<file path="src/rtl/dcm_sched_pkg.sv">
// Shared state encoding, multiplier types and the clamp helper for the DCM ramp scheduler.
package dcm_sched_pkg;
    localparam int MULT_W = 8;

    typedef logic [MULT_W-1:0] mult_t;
    typedef logic [MULT_W:0]   wide_t;

    localparam logic [2:0] ST_IDLE      = 3'd0;
    localparam logic [2:0] ST_STEP      = 3'd1;
    localparam logic [2:0] ST_WAIT_ACK  = 3'd2;
    localparam logic [2:0] ST_WAIT_DONE = 3'd3;
    localparam logic [2:0] ST_SETTLE    = 3'd4;
    localparam logic [2:0] ST_HALT      = 3'd5;

    function automatic mult_t clamp_mult(input mult_t v, input mult_t lo, input mult_t hi);
        if (v < lo) return lo;
        if (v > hi) return hi;
        return v;
    endfunction
endpackage

</file>
<file path="src/rtl/dcm_ramp_scheduler_if.sv">
// Command, programmer-handshake and status signals of the DCM ramp scheduler.
interface dcm_ramp_scheduler_if;
    import dcm_sched_pkg::*;

    mult_t target_mult_i;
    logic  target_valid_i;
    logic  prog_busy_i;
    logic  dcm_locked_i;
    logic  hw_error_i;
    mult_t prog_multiplier_o;
    logic  prog_ready_o;
    mult_t current_multiplier_o;
    mult_t ceiling_o;
    logic  busy_o;
    logic  fault_o;

    modport slave (
        input  target_mult_i, target_valid_i, prog_busy_i, dcm_locked_i, hw_error_i,
        output prog_multiplier_o, prog_ready_o, current_multiplier_o, ceiling_o, busy_o, fault_o
    );

    modport master (
        output target_mult_i, target_valid_i, prog_busy_i, dcm_locked_i, hw_error_i,
        input  prog_multiplier_o, prog_ready_o, current_multiplier_o, ceiling_o, busy_o, fault_o
    );
endinterface

</file>
<file path="src/rtl/dcm_error_window.sv">
// Free-running error window plus a saturating hw_error counter; limit_hit_o flags a cluster.
module dcm_error_window #(
    parameter int unsigned ERROR_LIMIT  = 4,
    parameter int unsigned ERROR_WINDOW = 65536
) (
    input  logic clk,
    input  logic reset,
    input  logic hw_error_i,
    input  logic clear_count_i,
    output logic limit_hit_o
);
    localparam int WIN_W = (ERROR_WINDOW > 1) ? $clog2(ERROR_WINDOW) : 1;
    localparam int CNT_W = $clog2(ERROR_LIMIT + 1);

    logic [WIN_W-1:0] win_q, win_d;
    logic [CNT_W-1:0] cnt_q, cnt_d;
    logic             wrap;

    assign wrap = (win_q == WIN_W'(ERROR_WINDOW - 1));
    assign win_d = wrap ? '0 : win_q + WIN_W'(1);

    // An error landing on the wrap cycle belongs to the new window.
    always_comb begin
        cnt_d = cnt_q;
        if (clear_count_i)
            cnt_d = '0;
        else if (wrap)
            cnt_d = hw_error_i ? CNT_W'(1) : '0;
        else if (hw_error_i && cnt_q != CNT_W'(ERROR_LIMIT))
            cnt_d = cnt_q + CNT_W'(1);
    end

    always_ff @(posedge clk or posedge reset) begin
        if (reset) begin
            win_q <= '0;
            cnt_q <= '0;
        end else begin
            win_q <= win_d;
            cnt_q <= cnt_d;
        end
    end

    assign limit_hit_o = (cnt_q == CNT_W'(ERROR_LIMIT));
endmodule

</file>
<file path="src/rtl/dcm_ramp_scheduler.sv">
// Walks the DCM multiplier toward a requested target in bounded steps, backing off on error clusters.
// state     | meaning
// IDLE      | current == target, nothing to do
// STEP      | compute next multiplier, raise prog_ready
// WAIT_ACK  | prog_ready held until programmer shows busy
// WAIT_DONE | waiting for busy low with DCM locked
// SETTLE    | dwell after a completed step
// HALT      | programming timed out; only reset leaves
module dcm_ramp_scheduler
    import dcm_sched_pkg::*;
#(
    parameter int unsigned MAXIMUM_MULTIPLIER = 128,
    parameter int unsigned MINIMUM_MULTIPLIER = 20,
    parameter int unsigned INITIAL_MULTIPLIER = 60,
    parameter int unsigned STEP_SIZE          = 2,
    parameter int unsigned SETTLE_CYCLES      = 1024,
    parameter int unsigned ERROR_LIMIT        = 4,
    parameter int unsigned ERROR_WINDOW       = 65536,
    parameter int unsigned BACKOFF_STEP       = 4,
    parameter int unsigned PROG_TIMEOUT       = 4096
) (
    input logic           clk,
    input logic           reset,
    dcm_ramp_scheduler_if.slave bus
);
    localparam int TMO_W = $clog2(PROG_TIMEOUT + 1);
    localparam int SET_W = $clog2(SETTLE_CYCLES + 1);
    localparam mult_t MIN_M  = mult_t'(MINIMUM_MULTIPLIER);
    localparam mult_t MAX_M  = mult_t'(MAXIMUM_MULTIPLIER);
    localparam mult_t INIT_M = mult_t'(INITIAL_MULTIPLIER);

    logic [2:0]       state_q, state_d;
    mult_t            target_q, target_d;
    mult_t            cur_q, cur_d;
    mult_t            prog_mult_q, prog_mult_d;
    mult_t            ceil_q, ceil_d;
    logic             prog_ready_q, prog_ready_d;
    logic             fault_q, fault_d;
    logic [TMO_W-1:0] tmo_q, tmo_d;
    logic [SET_W-1:0] settle_q, settle_d;

    logic  limit_hit, backoff;
    wide_t step_sum;
    mult_t step_next, backoff_cand, backoff_ceil, latch_ceil;

    dcm_error_window #(
        .ERROR_LIMIT  (ERROR_LIMIT),
        .ERROR_WINDOW (ERROR_WINDOW)
    ) u_error_window (
        .clk           (clk),
        .reset         (reset),
        .hw_error_i    (bus.hw_error_i),
        .clear_count_i (backoff),
        .limit_hit_o   (limit_hit)
    );

    // A cluster seen mid-handshake waits until the step has landed.
    assign backoff  = limit_hit && (state_q == ST_IDLE || state_q == ST_SETTLE);
    assign step_sum = {1'b0, cur_q} + wide_t'(STEP_SIZE);

    always_comb begin
        if (target_q <= cur_q)
            step_next = target_q;
        else if (step_sum >= {1'b0, target_q})
            step_next = target_q;
        else
            step_next = step_sum[MULT_W-1:0];
    end

    always_comb begin
        if ({1'b0, cur_q} < wide_t'(MINIMUM_MULTIPLIER + BACKOFF_STEP))
            backoff_cand = MIN_M;
        else
            backoff_cand = cur_q - mult_t'(BACKOFF_STEP);
        backoff_ceil = (backoff_cand < ceil_q) ? backoff_cand : ceil_q;
        latch_ceil   = backoff ? backoff_ceil : ceil_q;
    end

    always_comb begin
        state_d      = state_q;
        target_d     = target_q;
        cur_d        = cur_q;
        prog_mult_d  = prog_mult_q;
        ceil_d       = ceil_q;
        prog_ready_d = prog_ready_q;
        fault_d      = fault_q;
        tmo_d        = tmo_q;
        settle_d     = settle_q;

        if (bus.target_valid_i)
            target_d = clamp_mult(bus.target_mult_i, MIN_M, latch_ceil);

        if (backoff) begin
            ceil_d   = backoff_ceil;
            settle_d = '0;
            state_d  = ST_IDLE;
            if (!bus.target_valid_i && target_q > backoff_ceil)
                target_d = backoff_ceil;
        end else begin
            case (state_q)
                ST_IDLE: begin
                    if (target_q != cur_q)
                        state_d = ST_STEP;
                end
                ST_STEP: begin
                    // Target may have been rewritten to current on the way in.
                    if (target_q == cur_q) begin
                        state_d = ST_IDLE;
                    end else begin
                        prog_mult_d  = step_next;
                        prog_ready_d = 1'b1;
                        tmo_d        = TMO_W'(PROG_TIMEOUT - 1);
                        state_d      = ST_WAIT_ACK;
                    end
                end
                ST_WAIT_ACK: begin
                    if (tmo_q != '0)
                        tmo_d = tmo_q - TMO_W'(1);
                    if (bus.prog_busy_i) begin
                        prog_ready_d = 1'b0;
                        state_d      = ST_WAIT_DONE;
                    end else if (tmo_q == '0) begin
                        prog_ready_d = 1'b0;
                        fault_d      = 1'b1;
                        state_d      = ST_HALT;
                    end
                end
                ST_WAIT_DONE: begin
                    if (tmo_q != '0)
                        tmo_d = tmo_q - TMO_W'(1);
                    if (!bus.prog_busy_i && bus.dcm_locked_i) begin
                        cur_d    = prog_mult_q;
                        settle_d = SET_W'(SETTLE_CYCLES - 1);
                        state_d  = ST_SETTLE;
                    end else if (tmo_q == '0) begin
                        fault_d = 1'b1;
                        state_d = ST_HALT;
                    end
                end
                ST_SETTLE: begin
                    if (settle_q == '0)
                        state_d = ST_IDLE;
                    else
                        settle_d = settle_q - SET_W'(1);
                end
                ST_HALT: ;
                default: state_d = ST_IDLE;
            endcase
        end
    end

    always_ff @(posedge clk or posedge reset) begin
        if (reset) begin
            state_q      <= ST_IDLE;
            target_q     <= INIT_M;
            cur_q        <= INIT_M;
            prog_mult_q  <= INIT_M;
            ceil_q       <= MAX_M;
            prog_ready_q <= 1'b0;
            fault_q      <= 1'b0;
            tmo_q        <= '0;
            settle_q     <= '0;
        end else begin
            state_q      <= state_d;
            target_q     <= target_d;
            cur_q        <= cur_d;
            prog_mult_q  <= prog_mult_d;
            ceil_q       <= ceil_d;
            prog_ready_q <= prog_ready_d;
            fault_q      <= fault_d;
            tmo_q        <= tmo_d;
            settle_q     <= settle_d;
        end
    end

    assign bus.prog_multiplier_o    = prog_mult_q;
    assign bus.prog_ready_o         = prog_ready_q;
    assign bus.current_multiplier_o = cur_q;
    assign bus.ceiling_o            = ceil_q;
    assign bus.busy_o               = (state_q != ST_IDLE);
    assign bus.fault_o              = fault_q;
endmodule
</file>
<file path="src/flat_wrapper.sv">
// flat-port wrapper written by rule: the top's interface ports become plain ports
module dcm_ramp_scheduler_flat import dcm_sched_pkg::*;
#(
    parameter int unsigned MAXIMUM_MULTIPLIER = 128,
    parameter int unsigned MINIMUM_MULTIPLIER = 20,
    parameter int unsigned INITIAL_MULTIPLIER = 60,
    parameter int unsigned STEP_SIZE          = 2,
    parameter int unsigned SETTLE_CYCLES      = 1024,
    parameter int unsigned ERROR_LIMIT        = 4,
    parameter int unsigned ERROR_WINDOW       = 65536,
    parameter int unsigned BACKOFF_STEP       = 4,
    parameter int unsigned PROG_TIMEOUT       = 4096
)
  (clk, reset, bus_target_mult_i, bus_target_valid_i, bus_prog_busy_i, bus_dcm_locked_i, bus_hw_error_i, bus_prog_multiplier_o, bus_prog_ready_o, bus_current_multiplier_o, bus_ceiling_o, bus_busy_o, bus_fault_o);
  dcm_ramp_scheduler_if bus_i ();
  input logic clk;
  input logic reset;
  input wire logic [$bits(bus_i.target_mult_i)-1:0] bus_target_mult_i;
  input wire logic [$bits(bus_i.target_valid_i)-1:0] bus_target_valid_i;
  input wire logic [$bits(bus_i.prog_busy_i)-1:0] bus_prog_busy_i;
  input wire logic [$bits(bus_i.dcm_locked_i)-1:0] bus_dcm_locked_i;
  input wire logic [$bits(bus_i.hw_error_i)-1:0] bus_hw_error_i;
  output wire logic [$bits(bus_i.prog_multiplier_o)-1:0] bus_prog_multiplier_o;
  output wire logic [$bits(bus_i.prog_ready_o)-1:0] bus_prog_ready_o;
  output wire logic [$bits(bus_i.current_multiplier_o)-1:0] bus_current_multiplier_o;
  output wire logic [$bits(bus_i.ceiling_o)-1:0] bus_ceiling_o;
  output wire logic [$bits(bus_i.busy_o)-1:0] bus_busy_o;
  output wire logic [$bits(bus_i.fault_o)-1:0] bus_fault_o;
  assign bus_i.target_mult_i = bus_target_mult_i;
  assign bus_i.target_valid_i = bus_target_valid_i;
  assign bus_i.prog_busy_i = bus_prog_busy_i;
  assign bus_i.dcm_locked_i = bus_dcm_locked_i;
  assign bus_i.hw_error_i = bus_hw_error_i;
  assign bus_prog_multiplier_o = bus_i.prog_multiplier_o;
  assign bus_prog_ready_o = bus_i.prog_ready_o;
  assign bus_current_multiplier_o = bus_i.current_multiplier_o;
  assign bus_ceiling_o = bus_i.ceiling_o;
  assign bus_busy_o = bus_i.busy_o;
  assign bus_fault_o = bus_i.fault_o;
  dcm_ramp_scheduler #(.MAXIMUM_MULTIPLIER(MAXIMUM_MULTIPLIER), .MINIMUM_MULTIPLIER(MINIMUM_MULTIPLIER), .INITIAL_MULTIPLIER(INITIAL_MULTIPLIER), .STEP_SIZE(STEP_SIZE), .SETTLE_CYCLES(SETTLE_CYCLES), .ERROR_LIMIT(ERROR_LIMIT), .ERROR_WINDOW(ERROR_WINDOW), .BACKOFF_STEP(BACKOFF_STEP), .PROG_TIMEOUT(PROG_TIMEOUT)) u_core (.clk(clk), .reset(reset), .bus(bus_i));
endmodule
</file>
<file path="config.mk">
export PLATFORM = sky130hd
export DESIGN_NAME = dcm_ramp_scheduler_flat
export DESIGN_NICKNAME = d
export VERILOG_FILES = /design/src/rtl/dcm_sched_pkg.sv /design/src/rtl/dcm_ramp_scheduler_if.sv /design/src/rtl/dcm_error_window.sv /design/src/rtl/dcm_ramp_scheduler.sv /design/src/flat_wrapper.sv
export SDC_FILE = /design/constraint.sdc
export NUM_CORES = 1
export LEC_CHECK = 0
export CORE_ASPECT_RATIO = 1.1
export CORE_MARGIN = 2
export CORE_UTILIZATION = 59
export CTS_CLUSTER_SIZE = 20
export DETAILED_ROUTE_END_ITERATION = 8
export PLACE_DENSITY = 0.83
export SLEW_MARGIN = 10
export SYNTH_ARGS = -nofsm -noshare
export SYNTH_HDL_FRONTEND = slang
export SYNTH_SLANG_ARGS = --single-unit
</file>
<file path="constraint.sdc">
create_clock -name clk -period 5 [get_ports clk]
set_input_delay 0.5 -clock clk [delete_from_list [all_inputs] [get_ports clk]]
set_output_delay 0.5 -clock clk [all_outputs]
set_load 0.02 [all_outputs]
</file>
==> metrics <==
cts bufs inserted=9; Die X=94.20 microns; Worst Path Required=5.29 ns; NetSw=between 300 and 400 uW; max_cap viols=0; detailed-route DRC error count=2; Slew HR=0.1864; Pins Over Slew Limit=0; Setup Buffers After CTS=0; global route overflow=0; number of flops mapped to enable cells by yosys=0; final core occ=0.6937; WL final=about 12000 microns; Starting Density=0.6011; Hold Buf Count CTS=0; CTS max path bufs=2; post-route minimum period=4.711 ns; share of cells above drive strength 1=0.1125; root buf cell=clkbuf_8; first-pass GRT wire length=20060 microns; CTS Sinks=80; sequential-to-total area share from yosys stat=0.3822; count of final setup violators=0; First-pass DRT Iterations=7; Sw Share=0.2899; post-route non-filler standard cell count=736; routed vias=4457; initial antenna violation count=0; CP Data Arrival Time=5.00 ns; Mapped Area=5280 sq um; clock slew at reported path FFs=0.10 ns; failing checks=design-rule violations; drt initial violations=280; area delta synth->final=15.40%; placed cells=720; Antenna Nets Post-Route=0; crit-path max FO=11; Via density=6.056; post-CTS sizing=0; Async SR Flop Fraction=1.000; power per standard cell area=217.7 nW/um^2; Clock Skews=0.01628 ns; Worst setup SP type=flip-flop; Port-buffer cells=40; outcome=finished, violations left; Worst-Skew Late Latency=roughly 0.36 ns; clock network power share=0.353; f_max=212.2 MHz; Crit Path Category=flip-flop to flip-flop; FF+latch area=2018 sq um; flops & latches, synth=80; Diodes inserted=0; maximum vdd drop=0.1231 mV; ys flop type=dfrtp_1; Hold Path Class=flip-flop to flip-flop; Internal=941.9 uW; crit share post-route=0.9423; Post-Syn Instances=570; Critical Path Sink Type=flip-flop; Syn. warnings=0; RePlAce Congestion=between 0.9 and 1; Gate power share=0.128; Final Hold Viols=0; # fillers=684; Syn Area/Cell=9.263 sq um; fin nets=675; Syn Nets=between 600 and 700; core area=8783 sq um; number of global-route vias before repair=4185; Slew @ Worst Pin=1.217 ns; GRT Resource Usage Total=0.2623; Pleak=roughly 2.8 nW; Max H-tree Level=3; io pins=41; CTS tree=done; row cnt=36; synth unique cells=67; Final HPWL DP=9319 microns; routed len/inst=16.94 microns; Multi-input gate area=3070 sq um; Die Ht=between 100 and 150 microns; largest net degree at the start of global routing=54; Die Area=9723 sq um; Seq pwr share=0.519
[kinds of logic after synthesis]
family,after synthesis,share of synthesized area
simple gates,204,0.1969
compound gates,130,0.1818
flops,80,0.3822
buf+inv,63,0.04668
fa+ha+maj,44,0.1043
xor+xnor,32,0.05308
mux,17,0.03507
[sequential cells by signal, summed over array words and instances (netlist names)]
name,cells
u_core.u_error_window.win_q,16
u_core.tmo_q,13
u_core.settle_q,11
u_core.bus.ceiling_o,8
u_core.bus.current_multiplier_o,8
u_core.bus.prog_multiplier_o,8
u_core.target_q,8
u_core.state_q,3
u_core.u_error_window.cnt_q,3
u_core.bus.fault_o,1
u_core.bus.prog_ready_o,1
[cell usage in the layout (no fill, tap or decap), types with 3 or more instances in the layout]
master	Yosys	final
inv_1	43	42
o2111ai_1	9	9
a211oi_1	4	3
o211ai_1	5	5
o21ai_1	3	3
a311oi_1	6	6
clkdlybuf4s50_1	0	40
nand3_1	16	16
o21a_1	6	6
ha_1	44	44
nand2b_1	15	15
clkbuf_8	0	10
o31ai_1	3	3
a21oi_1	27	25
nor2_1	45	45
mux2_2	3	3
dfrtp_1	67	67
o221ai_1	5	4
nor3_1	13	13
nand4_1	6	6
a21o_1	13	13
xor2_1	12	12
buf_4	0	14
o21ai_0	20	20
and4_1	5	5
xnor2_1	20	20
a31oi_1	5	4
o311ai_0	5	5
or3_1	11	11
nand2_1	67	66
dfstp_2	13	13
o22ai_1	4	4
nor2b_1	6	6
mux2i_1	11	11
[Yosys cell counts (4+ instances only)]
cell | n | area [sq um]
nor3_1 | 13 | 65.06
nand2b_1 | 15 | 93.84
o311ai_0 | 5 | 43.79
or3_1 | 11 | 68.82
dfrtp_1 | 67 | 1677
and4_1 | 5 | 43.79
dfstp_2 | 13 | 341.6
a211oi_1 | 4 | 30.03
a21o_1 | 13 | 97.59
o21ai_0 | 20 | 100.1
a311oi_1 | 6 | 52.55
nand3_1 | 16 | 80.08
o21a_1 | 6 | 45.04
o22ai_1 | 4 | 25.02
o211ai_1 | 5 | 37.54
nand4_1 | 6 | 37.54
a31oi_1 | 5 | 31.28
nand2_1 | 67 | 251.5
o2111ai_1 | 9 | 78.83
o221ai_1 | 5 | 43.79
clkbuf_1 | 14 | 52.55
xor2_1 | 12 | 105.1
xnor2_1 | 20 | 175.2
ha_1 | 44 | 550.5
a21oi_1 | 27 | 135.1
mux2i_1 | 11 | 110.1
nor2b_1 | 6 | 37.54
nor2_1 | 45 | 168.9
inv_1 | 43 | 161.4
[final timing paths]
path | from | endpoint | slack [ns] | cells past startpoint
worst max-delay path | u_core.bus.current_multiplier_o[3] | u_core.target_q[2] | 0.29 | 19
worst min-delay path | u_core.u_error_window.win_q[4] | u_core.u_error_window.win_q[4] | 0.48 | 1
worst max register to register | u_core.bus.current_multiplier_o[3] | u_core.target_q[2] | 0.29 | 19
worst min register to register | u_core.u_error_window.win_q[4] | u_core.u_error_window.win_q[4] | 0.48 | 1
max in group asynchronous | reset | u_core.bus.prog_multiplier_o[2] | 3.44 | 3
min in group asynchronous | reset | u_core.bus.ceiling_o[0] | 0.64 | 2
[critical path: stages, from the launching register on]
cell and delay, ns:
dfstp_2 0.63, inv_1 0.12, ha_1 0.22, nand2_1 0.08, o21ai_0 0.15, ha_1 0.33
nand3_1 0.11, nor2_1 0.21, nand4_4 0.21, nand2_4 0.19, mux2i_1 0.27, ha_1 0.29
a21o_1 0.18, a21o_1 0.18, a211oi_1 0.35, a21oi_1 0.12, a31oi_1 0.23, a31oi_2 0.25
or3_1 0.37, o211a_1 0.13
[final cells by class]
type	instances	share of cell area
repair buffers	54	0.08296
multi-input cells	427	0.5039
clock inverters	6	0.008008
well taps	114	0.02341
flip-flops and latches	80	0.3312
inverters	45	0.02793
clock buffers	10	0.02259
[power by group through the flow]
stage                     clock [mW]  combinational [mW]  sequential (mW)
after detailed placement           0               0.166            0.700
after CTS                      0.470               0.168            0.688
after floorplan                    0               0.117            0.693
final                          0.469               0.170            0.688
after global placement             0               0.157            0.698
after global routing           0.500               0.193            0.691
[through the flow]
step / setup slack, ns / area (sq um) / hold slack [ns] / TNS (ns) / total power [mW]
after floorplan: 0.3989 / 5280 / 0.4387 / 0 / 0.8101
after global placement: 0.3099 / 5858 / 0.4541 / 0 / 0.8551
after detailed placement: 0.2397 / 5858 / 0.4593 / 0 / 0.8661
after CTS: 0.2114 / 6045 / 0.4767 / 0 / 1.326
after global routing: -0.09784 / 6093 / 0.4964 / -0.3770 / 1.383
final: 0.2885 / 6093 / 0.4790 / 0 / 1.326
[layer usage]
layer	part of all wire	GRT usage	vias to the layer above
li1	-	-	2144
met1	0.43	0.3357	2165
met3	0.046	0.04058	20
met2	0.51	0.4571	128
met5	0	0	-
met4	0.018	0.09030	0
Power figures use the tool's default switching activity.
